**src/rtl/fft_pkg.sv**
```systemverilog
// fft_pkg: shared constants, sequencer state encoding and complex sample type.
package fft_pkg;
   localparam int DATA_W = 16;
   localparam int N_PTS = 8;
   typedef enum logic [2:0] {LOAD, WRITE, START, WAIT, CAPTURE, DRAIN} state_t;
   typedef struct packed {
      logic signed [DATA_W-1:0] re;
      logic signed [DATA_W-1:0] im;
   } cplx_t;
endpackage

```
**src/rtl/fft_frame_buf.sv**
```systemverilog
// fft_frame_buf: complex register file with indexed write/read, parallel load and flat-bus view.
module fft_frame_buf #(
   parameter int W = 16,
   parameter int N = 8,
   localparam int IW = $clog2(N)
) (
   input  logic          clk,
   input  logic          rst,
   input  logic          wr_en,
   input  logic [IW-1:0] wr_idx,
   input  logic [W-1:0]  wr_re,
   input  logic [W-1:0]  wr_im,
   input  logic          ld_en,
   input  logic [N*W-1:0] ld_re,
   input  logic [N*W-1:0] ld_im,
   input  logic [IW-1:0] rd_idx,
   output logic [W-1:0]  rd_re,
   output logic [W-1:0]  rd_im,
   output logic [N*W-1:0] flat_re,
   output logic [N*W-1:0] flat_im
);
   logic [W-1:0] re_q [N];
   logic [W-1:0] im_q [N];
   always_ff @(posedge clk)
      if (!rst) begin
         for (int k = 0; k < N; k++) begin
            re_q[k] <= '0;
            im_q[k] <= '0;
         end
      end else if (ld_en) begin
         for (int k = 0; k < N; k++) begin
            re_q[k] <= ld_re[k*W +: W];
            im_q[k] <= ld_im[k*W +: W];
         end
      end else if (wr_en) begin
         re_q[wr_idx] <= wr_re;
         im_q[wr_idx] <= wr_im;
      end
   for (genvar i = 0; i < N; i++) begin : g_flat
      assign flat_re[i*W +: W] = re_q[i];
      assign flat_im[i*W +: W] = im_q[i];
   end
   assign rd_re = re_q[rd_idx];
   assign rd_im = im_q[rd_idx];
endmodule

```
**src/rtl/fft_frame_sequencer.sv**
```systemverilog
// fft_frame_sequencer: collects a sample frame, sequences the FFT datapath and streams out the bins.
module fft_frame_sequencer #(
   parameter int DATA_W = 16,
   parameter int N_PTS = 8,
   parameter int FFT_LAT = 2
) (
   input  logic                    clk,
   input  logic                    rst,
   input  logic                    s_valid,
   output logic                    s_ready,
   input  logic [DATA_W-1:0]       s_real,
   input  logic [DATA_W-1:0]       s_imag,
   input  logic                    s_last,
   output logic                    m_valid,
   input  logic                    m_ready,
   output logic [DATA_W-1:0]       m_real,
   output logic [DATA_W-1:0]       m_imag,
   output logic [2:0]              m_index,
   output logic                    m_last,
   output logic                    fft_write,
   output logic                    fft_start,
   output logic [N_PTS*DATA_W-1:0] fft_in_real,
   output logic [N_PTS*DATA_W-1:0] fft_in_imag,
   input  logic [N_PTS*DATA_W-1:0] fft_out_real,
   input  logic [N_PTS*DATA_W-1:0] fft_out_imag,
   output logic                    busy,
   output logic                    frame_err,
   output logic [15:0]             frames_done
);
   import fft_pkg::*;
   state_t state;
   logic [2:0] cnt;
   logic [2:0] bin;
   logic [3:0] wcnt;
   logic take;
   logic bad_last;
   logic [DATA_W-1:0] in_rd_re_unused;
   logic [DATA_W-1:0] in_rd_im_unused;
   logic [N_PTS*DATA_W-1:0] res_flat_re_unused;
   logic [N_PTS*DATA_W-1:0] res_flat_im_unused;
   assign take = s_valid && s_ready;
   assign bad_last = s_last && cnt != 3'd7;
   assign m_index = bin;
   // a premature s_last never reaches the buffer; its slot is rewritten by the restarted frame
   fft_frame_buf #(.W(DATA_W), .N(N_PTS)) u_in_buf (
      .clk(clk), .rst(rst),
      .wr_en(take && !bad_last), .wr_idx(cnt), .wr_re(s_real), .wr_im(s_imag),
      .ld_en(1'b0), .ld_re('0), .ld_im('0),
      .rd_idx(3'd0), .rd_re(in_rd_re_unused), .rd_im(in_rd_im_unused),
      .flat_re(fft_in_real), .flat_im(fft_in_imag)
   );
   fft_frame_buf #(.W(DATA_W), .N(N_PTS)) u_res_buf (
      .clk(clk), .rst(rst),
      .wr_en(1'b0), .wr_idx(3'd0), .wr_re('0), .wr_im('0),
      .ld_en(state == CAPTURE), .ld_re(fft_out_real), .ld_im(fft_out_imag),
      .rd_idx(bin), .rd_re(m_real), .rd_im(m_imag),
      .flat_re(res_flat_re_unused), .flat_im(res_flat_im_unused)
   );
   // outputs are set from the next state so they change on the same edge as the state
   always_ff @(posedge clk)
      if (!rst) begin
         state <= LOAD;
         cnt <= '0;
         bin <= '0;
         wcnt <= '0;
         s_ready <= 1'b0;
         m_valid <= 1'b0;
         m_last <= 1'b0;
         fft_write <= 1'b0;
         fft_start <= 1'b0;
         busy <= 1'b0;
         frame_err <= 1'b0;
         frames_done <= '0;
      end else begin
         fft_write <= 1'b0;
         fft_start <= 1'b0;
         frame_err <= 1'b0;
         case (state)
            LOAD: begin
               s_ready <= 1'b1;
               if (take) begin
                  if (bad_last) begin
                     frame_err <= 1'b1;
                     cnt <= '0;
                  end else if (cnt == 3'd7) begin
                     frame_err <= !s_last;
                     cnt <= '0;
                     state <= WRITE;
                     s_ready <= 1'b0;
                     busy <= 1'b1;
                     fft_write <= 1'b1;
                  end else cnt <= cnt + 3'd1;
               end
            end
            WRITE: begin
               state <= START;
               fft_start <= 1'b1;
            end
            START: begin
               state <= WAIT;
               wcnt <= 4'(FFT_LAT - 1);
            end
            WAIT: begin
               if (wcnt == '0) state <= CAPTURE;
               else wcnt <= wcnt - 4'd1;
            end
            CAPTURE: begin
               state <= DRAIN;
               bin <= '0;
               m_valid <= 1'b1;
               m_last <= 1'b0;
            end
            DRAIN: begin
               if (m_ready) begin
                  if (bin == 3'd7) begin
                     state <= LOAD;
                     bin <= '0;
                     m_valid <= 1'b0;
                     m_last <= 1'b0;
                     s_ready <= 1'b1;
                     busy <= 1'b0;
                     frames_done <= frames_done + 16'd1;
                  end else begin
                     bin <= bin + 3'd1;
                     m_last <= bin == 3'd6;
                  end
               end
            end
            default: state <= LOAD;
         endcase
      end
endmodule

```
**config.mk**
```make
export PLATFORM = sky130hd
export DESIGN_NAME = fft_frame_sequencer
export DESIGN_NICKNAME = d
export VERILOG_FILES = /design/src/rtl/fft_pkg.sv /design/src/rtl/fft_frame_buf.sv /design/src/rtl/fft_frame_sequencer.sv
export SDC_FILE = /design/constraint.sdc
export NUM_CORES = 1
export LEC_CHECK = 0
export ABC_AREA = 1
export CAP_MARGIN = 15
export CORE_ASPECT_RATIO = 1.5
export CORE_MARGIN = 3
export CORE_UTILIZATION = 28
export DETAILED_ROUTE_END_ITERATION = 7
export SYNTH_ARGS = -nofsm -noshare
export SYNTH_HDL_FRONTEND = slang
export SYNTH_SLANG_ARGS = --single-unit
```
**constraint.sdc**
```tcl
create_clock -name clk -period 8.4 [get_ports clk]
set_input_delay 1.68 -clock clk [delete_from_list [all_inputs] [get_ports clk]]
set_output_delay 1.68 -clock clk [all_outputs]
set_load 0.05 [all_outputs]
```
---- Word-level counts from Yosys, hierarchy flattened ----
Memory sizes are Yosys's and may differ from the RTL's. A register that Yosys moved wholly into a read port is not among the register bits.
Index checks and enable logic that the tools add are counted.
word-level totals
  input port bits ......................... 293
  logic and storage cells ................. 144
  output and inout bits ................... 314
  memory bits (writable) .................. 512
  bits in registers ....................... 36
  memories ................................ 4
memories
  name            words  bits a word  read ports  clocked after memory_dff  write ports  RTL line             text
  u_in_buf.im_q   8      16           8           0                         8            fft_frame_buf.sv:23  logic [W-1:0] im_q [N];
  u_in_buf.re_q   8      16           8           0                         8            fft_frame_buf.sv:22  logic [W-1:0] re_q [N];
  u_res_buf.im_q  8      16           1           1                         8            fft_frame_buf.sv:23
  u_res_buf.re_q  8      16           1           1                         8            fft_frame_buf.sv:22
cells by class
  equal/unequal tests ..................... 16
  multiplexer cells ....................... 67
  reductions and logical operators ........ 22
  add/sub/neg operators ................... 4
  bitwise operators ....................... 19
operators with widths
  operator                                          count
  two-way mux 16 bit                                18
  two-way mux 3 bit                                 16
  OR reduction 16 bit                               2
  two-way mux 1 bit                                 25
  case mux 3 bit (6 select lines)                   1
  adder 16 x 1 -> 16 bit, second input constant     1
  OR 1 bit                                          16
  == test 3 bit, second input constant              5
  inequality test 2 bit, second input constant      7
  AND reduction 3 bit                               4
  AND reduction 6 bit                               2
  case mux 1 bit (2 select lines)                   4
  case mux 4 bit (2 select lines)                   1
  adder 3 x 1 -> 3 bit, second input constant       2
  == test 3 x 2 -> 1 bit, second input constant     2
  case mux 3 bit (2 select lines)                   1
  AND reduction 2 bit                               3
  nonzero test 2 bit                                3
  zero test 4 bit                                   1
  two-way mux 4 bit                                 1
  OR reduction 4 bit                                1
  subtractor 4 x 1 -> 4 bit, second input constant  1
  == test 3 x 1 -> 1 bit, second input constant     1
  logical AND 1 bit                                 3
  4 further kinds                                   7

---- Longest topological paths before layout ----
  word-level depth ........................ 9
  depth in mapped cells ................... 10
  depth with buffers taken out ............ 10

---- Cells and area by module ----
A second synthesis with hierarchy kept.
unflattened totals
  cell total of the unflattened synthesis .. 4342
  area total of the unflattened synthesis .. 31657.9 µm²
modules (own cells, without submodules)
  module                      area an instance (µm²)  sequential area each (µm²)  cells each  instances
  fft_frame_buf at u_in_buf   14923.1                 7687.4                      2043        1
  fft_frame_buf at u_res_buf  14894.3                 7687.4                      2043        1
  fft_frame_sequencer         1840.5                  720.7                       256         1

---- Worst setup path after synthesis ----
OpenSTA, ideal clock, no wires.
  kind .................................... input to register
  from .................................... input port rst
  to ...................................... memory u_res_buf.im_q[0][0], enable pin
  arrival time ............................ 6299 ps
  buffers on the path ..................... 2
  library setup time ...................... 1961 ps
  path slack .............................. 140 ps
  required time ........................... 6439 ps
  stages .................................. 3
  path through ............................ buf_2 -> clkbuf_1 -> nand2_1
RTL lines
  what                RTL line                  text
  start: declaration  fft_frame_sequencer.sv:8  input logic rst,
  end: declaration    fft_frame_buf.sv:23

==> flow_metrics.tcl <==
set metrics [dict create \
    status "finished clean" \
    slew_viol_final 0 \
    final_layout_size_suffix_gt1_frac 0.0462 \
    leakagePower_nw 13.3 \
    synthTopCellsByArea "edfxtp_1 (66%), nor2_1 (11%), inv_1 (5.2%), o21ai_0 (4.0%), nand2_1 (3.7%)" \
    dpl_worst_slack_ns 3.54 \
    dp_hpwl_um 56500 \
    whs_ns 0.491 \
    ys_seq_area_frac 0.695 \
    use_met2 0.313 \
    synth.avg_cell_area_sq_um 10.6 \
    grt_pass1_wl_um 111000 \
    netlist_area_sq_mm 0.0232 \
    mostFrequentLayoutCells "nor2_1 (690), clkdlybuf4s50_1 (605), edfxtp_1 (512), inv_1 (322), nand2_1 (225)" \
    cts.path.max_buffers 3 \
    grt-ovfl-total 0 \
    syn_inst 2198 \
    cts_sinks 551 \
    initial_core_util 0.285 \
    io_pins 607 \
    postLayoutSetupSlackWorst_ns 2.97 \
    worstSetupEndpointType "output pin" \
    postRouteAntennaNets 0 \
    h-tree-depth 2 \
    synth_top_area_frac 0.661 \
    yosys_warnings 0 \
    worstPathArrival_ns 3.75 \
    drt_iter0_drc 1189 \
    synth_nets 2501 \
    grt_pass1_vias 16677 \
    holdBufCountCts 0 \
    ir_worst_vdd_v 0.000152 \
    drc 0 \
    fin_total_pwr_mw 6.97 \
    cts_tree "done" \
    met1_usage 0.195 \
    cts_resized 0 \
    syn_to_final_growth_pct 37.0 \
    ys_ff_latch 551 \
    die_h_um 359 \
    fin_skew_ns 0.0121 \
    hp-class "register to register" \
    period_needed_ns 5.43 \
    slew_headroom 0.191 \
    crit_chain "inv_4 > buf_4 > o21ai_0 > o21ai_1 > nand2_1 > nand2_1 > clkdlybuf4s50_1" \
    cp-start-kind "register" \
    port_buffers 606 \
    rsz0062_at_grt "false" \
    synth_area_leader_cell "edfxtp_1" \
    power.density_mw_per_mm2 219 \
    clkLatencyLatePin_ns 0.61 \
    cp_max_fo 89 \
    drv_cap 0 \
    cp.required_ns 6.72 \
    synth_cell_types 32 \
    gr-usage-met3 0.0544 \
    die_w_um 241 \
    hold_viol 0 \
    cts_root_buf "clkbuf_16" \
    crit_buf_inv 3 \
    grt_start_max_net_pins 181 \
    fin_setup_tns_ns 0 \
    critPathTopFamily "buffers and inverters" \
    path_clk_slew_ns 0.07 \
    drtPass1Iterations 6 \
    crit_top_cell "nand2_1" \
    slowest_delay_ns 0.81 \
    layout.cells.most_common "nor2_1" \
    place_area_sq_mm 0.0301 \
    post_drt_wl_per_cell_um 20.3 \
    stdcell_area_sq_mm 0.0319 \
    busiest_layer "met2" \
    path_class "register to output pin" \
    fmax_ghz 0.184 \
    vias 17119 \
    gp_congestion 0.888 \
    setup_violations 0 \
    finalNetCount 3074 \
    antenna_found_initial 24 \
    dieArea_sq_mm 0.0866 \
    totalWireLength_um 78500 \
    tritoncts.num_buffers 55 \
    grtUsageTotal 0.175 \
    viasPerCell 4.43 \
    period_share 0.647 \
    core_sq_mm 0.0817 \
    rows 128 \
    tightest_slew_ns 1.21 \
    crit_path_top_delay_cell "clkdlybuf4s50_1" \
    post_cts.repair.setup_buffers 0 \
]
routing by layer:
metal  part of all wire  routed length, um
met4              0.030               2330
met1               0.36              28500
met2               0.51              40200
met5             0.0016                125
met3              0.094               7390
cell families (layout without fill, tap and decap cells):
| logic type | count (synthesis) | in the layout | share of synthesized area |
|---|---|---|---|
| xor gates and xnor gates | 2 | 2 | 0.000754 |
| buffers and inverters | 431 | 1048 | 0.0831 |
| DFF | 551 | 551 | 0.695 |
| and+or+nand+nor | 971 | 971 | 0.165 |
| other | 0 | 11 | 0 |
| adders and majority gates | 10 | 10 | 0.00538 |
| AOI/OAI and AO/OA | 233 | 233 | 0.0506 |
worst paths after layout:
kind	depth (start not counted)	slack [ns]	startpoint	endpoint
max	7	2.97	register	m_real[0]
min	2	0.49	busy$_SDFFE_PN0P_	busy$_SDFFE_PN0P_
max reg2reg	9	5.10	cnt[1]$_SDFFE_PN0P_	u_in_buf.im_q[3][10]$_SDFFCE_PN0P_
min reg2reg	2	0.49	busy$_SDFFE_PN0P_	busy$_SDFFE_PN0P_
where the power goes:
part | leakage, nW | internal [mW] | switching, mW | total (mW)
Clock | 0.836 | 1.37 | 1.10 | 2.47
Combinational | 6.85 | 0.400 | 0.835 | 1.24
Sequential | 5.60 | 3.19 | 0.0783 | 3.27
metrics by stage:
step / instances / utilization
6_report: 3866 / 0.390
5_1_grt: 3861 / 0.390
4_1_cts: 3855 / 0.390
3_5_place_dp: 3754 / 0.368
3_3_place_gp: 3754 / 0.368
2_1_floorplan: 2198 / -
final cells by class:
class / count / area, sq um
Sequential cell: 551 / 16200
Clock buffer: 66 / 1420
Fill cell: 7986 / 49800
Clock inverter: 35 / 343
Tap cell: 1040 / 1300
Multi-Input combinational cell: 1216 / 5180
Timing Repair Buffer: 622 / 6200
Antenna cell: 11 / 27.5
Inverter: 325 / 1220
synthesized netlist by cell type:
master,number
nand4_1,4
inv_1,323
edfxtp_1,512
nand2_1,228
inv_2,2
nor2_4,4
o22ai_1,1
o21ai_1,23
nor2_2,2
buf_4,17
dfxtp_1,39
nand3_1,19
a31oi_1,2
o21ai_2,1
o21ai_0,185
nor3_1,7
buf_1,6
and2_1,1
buf_2,14
nor3_2,1
a21oi_1,20
nand3_2,1
xor2_1,2
nor2_8,1
buf_6,31
nor2_1,690
nand2_4,9
nand3_4,1
ha_1,10
clkbuf_1,38
o211ai_1,1
nand2_2,3
flip-flops by register name, indices dropped and copies added (netlist names), 4 cells and up, named ones only:
register / count
u_in_buf.re_q: 128
u_res_buf.re_q: 128
u_in_buf.im_q: 128
frames_done: 16
u_res_buf.im_q: 128
wcnt: 4
worst register-to-register path, stage by stage, from the launching register on:
cell and delay [ns]:
dfxtp_1 0.42, ha_1 0.22, ha_1 0.20, inv_1 0.09, ha_1 0.17, inv_1 0.10, nand3_2 0.15, nor2_4 0.27
nand2_4 0.34, nand2_2 0.89
(Power assumes the default switching activity.)
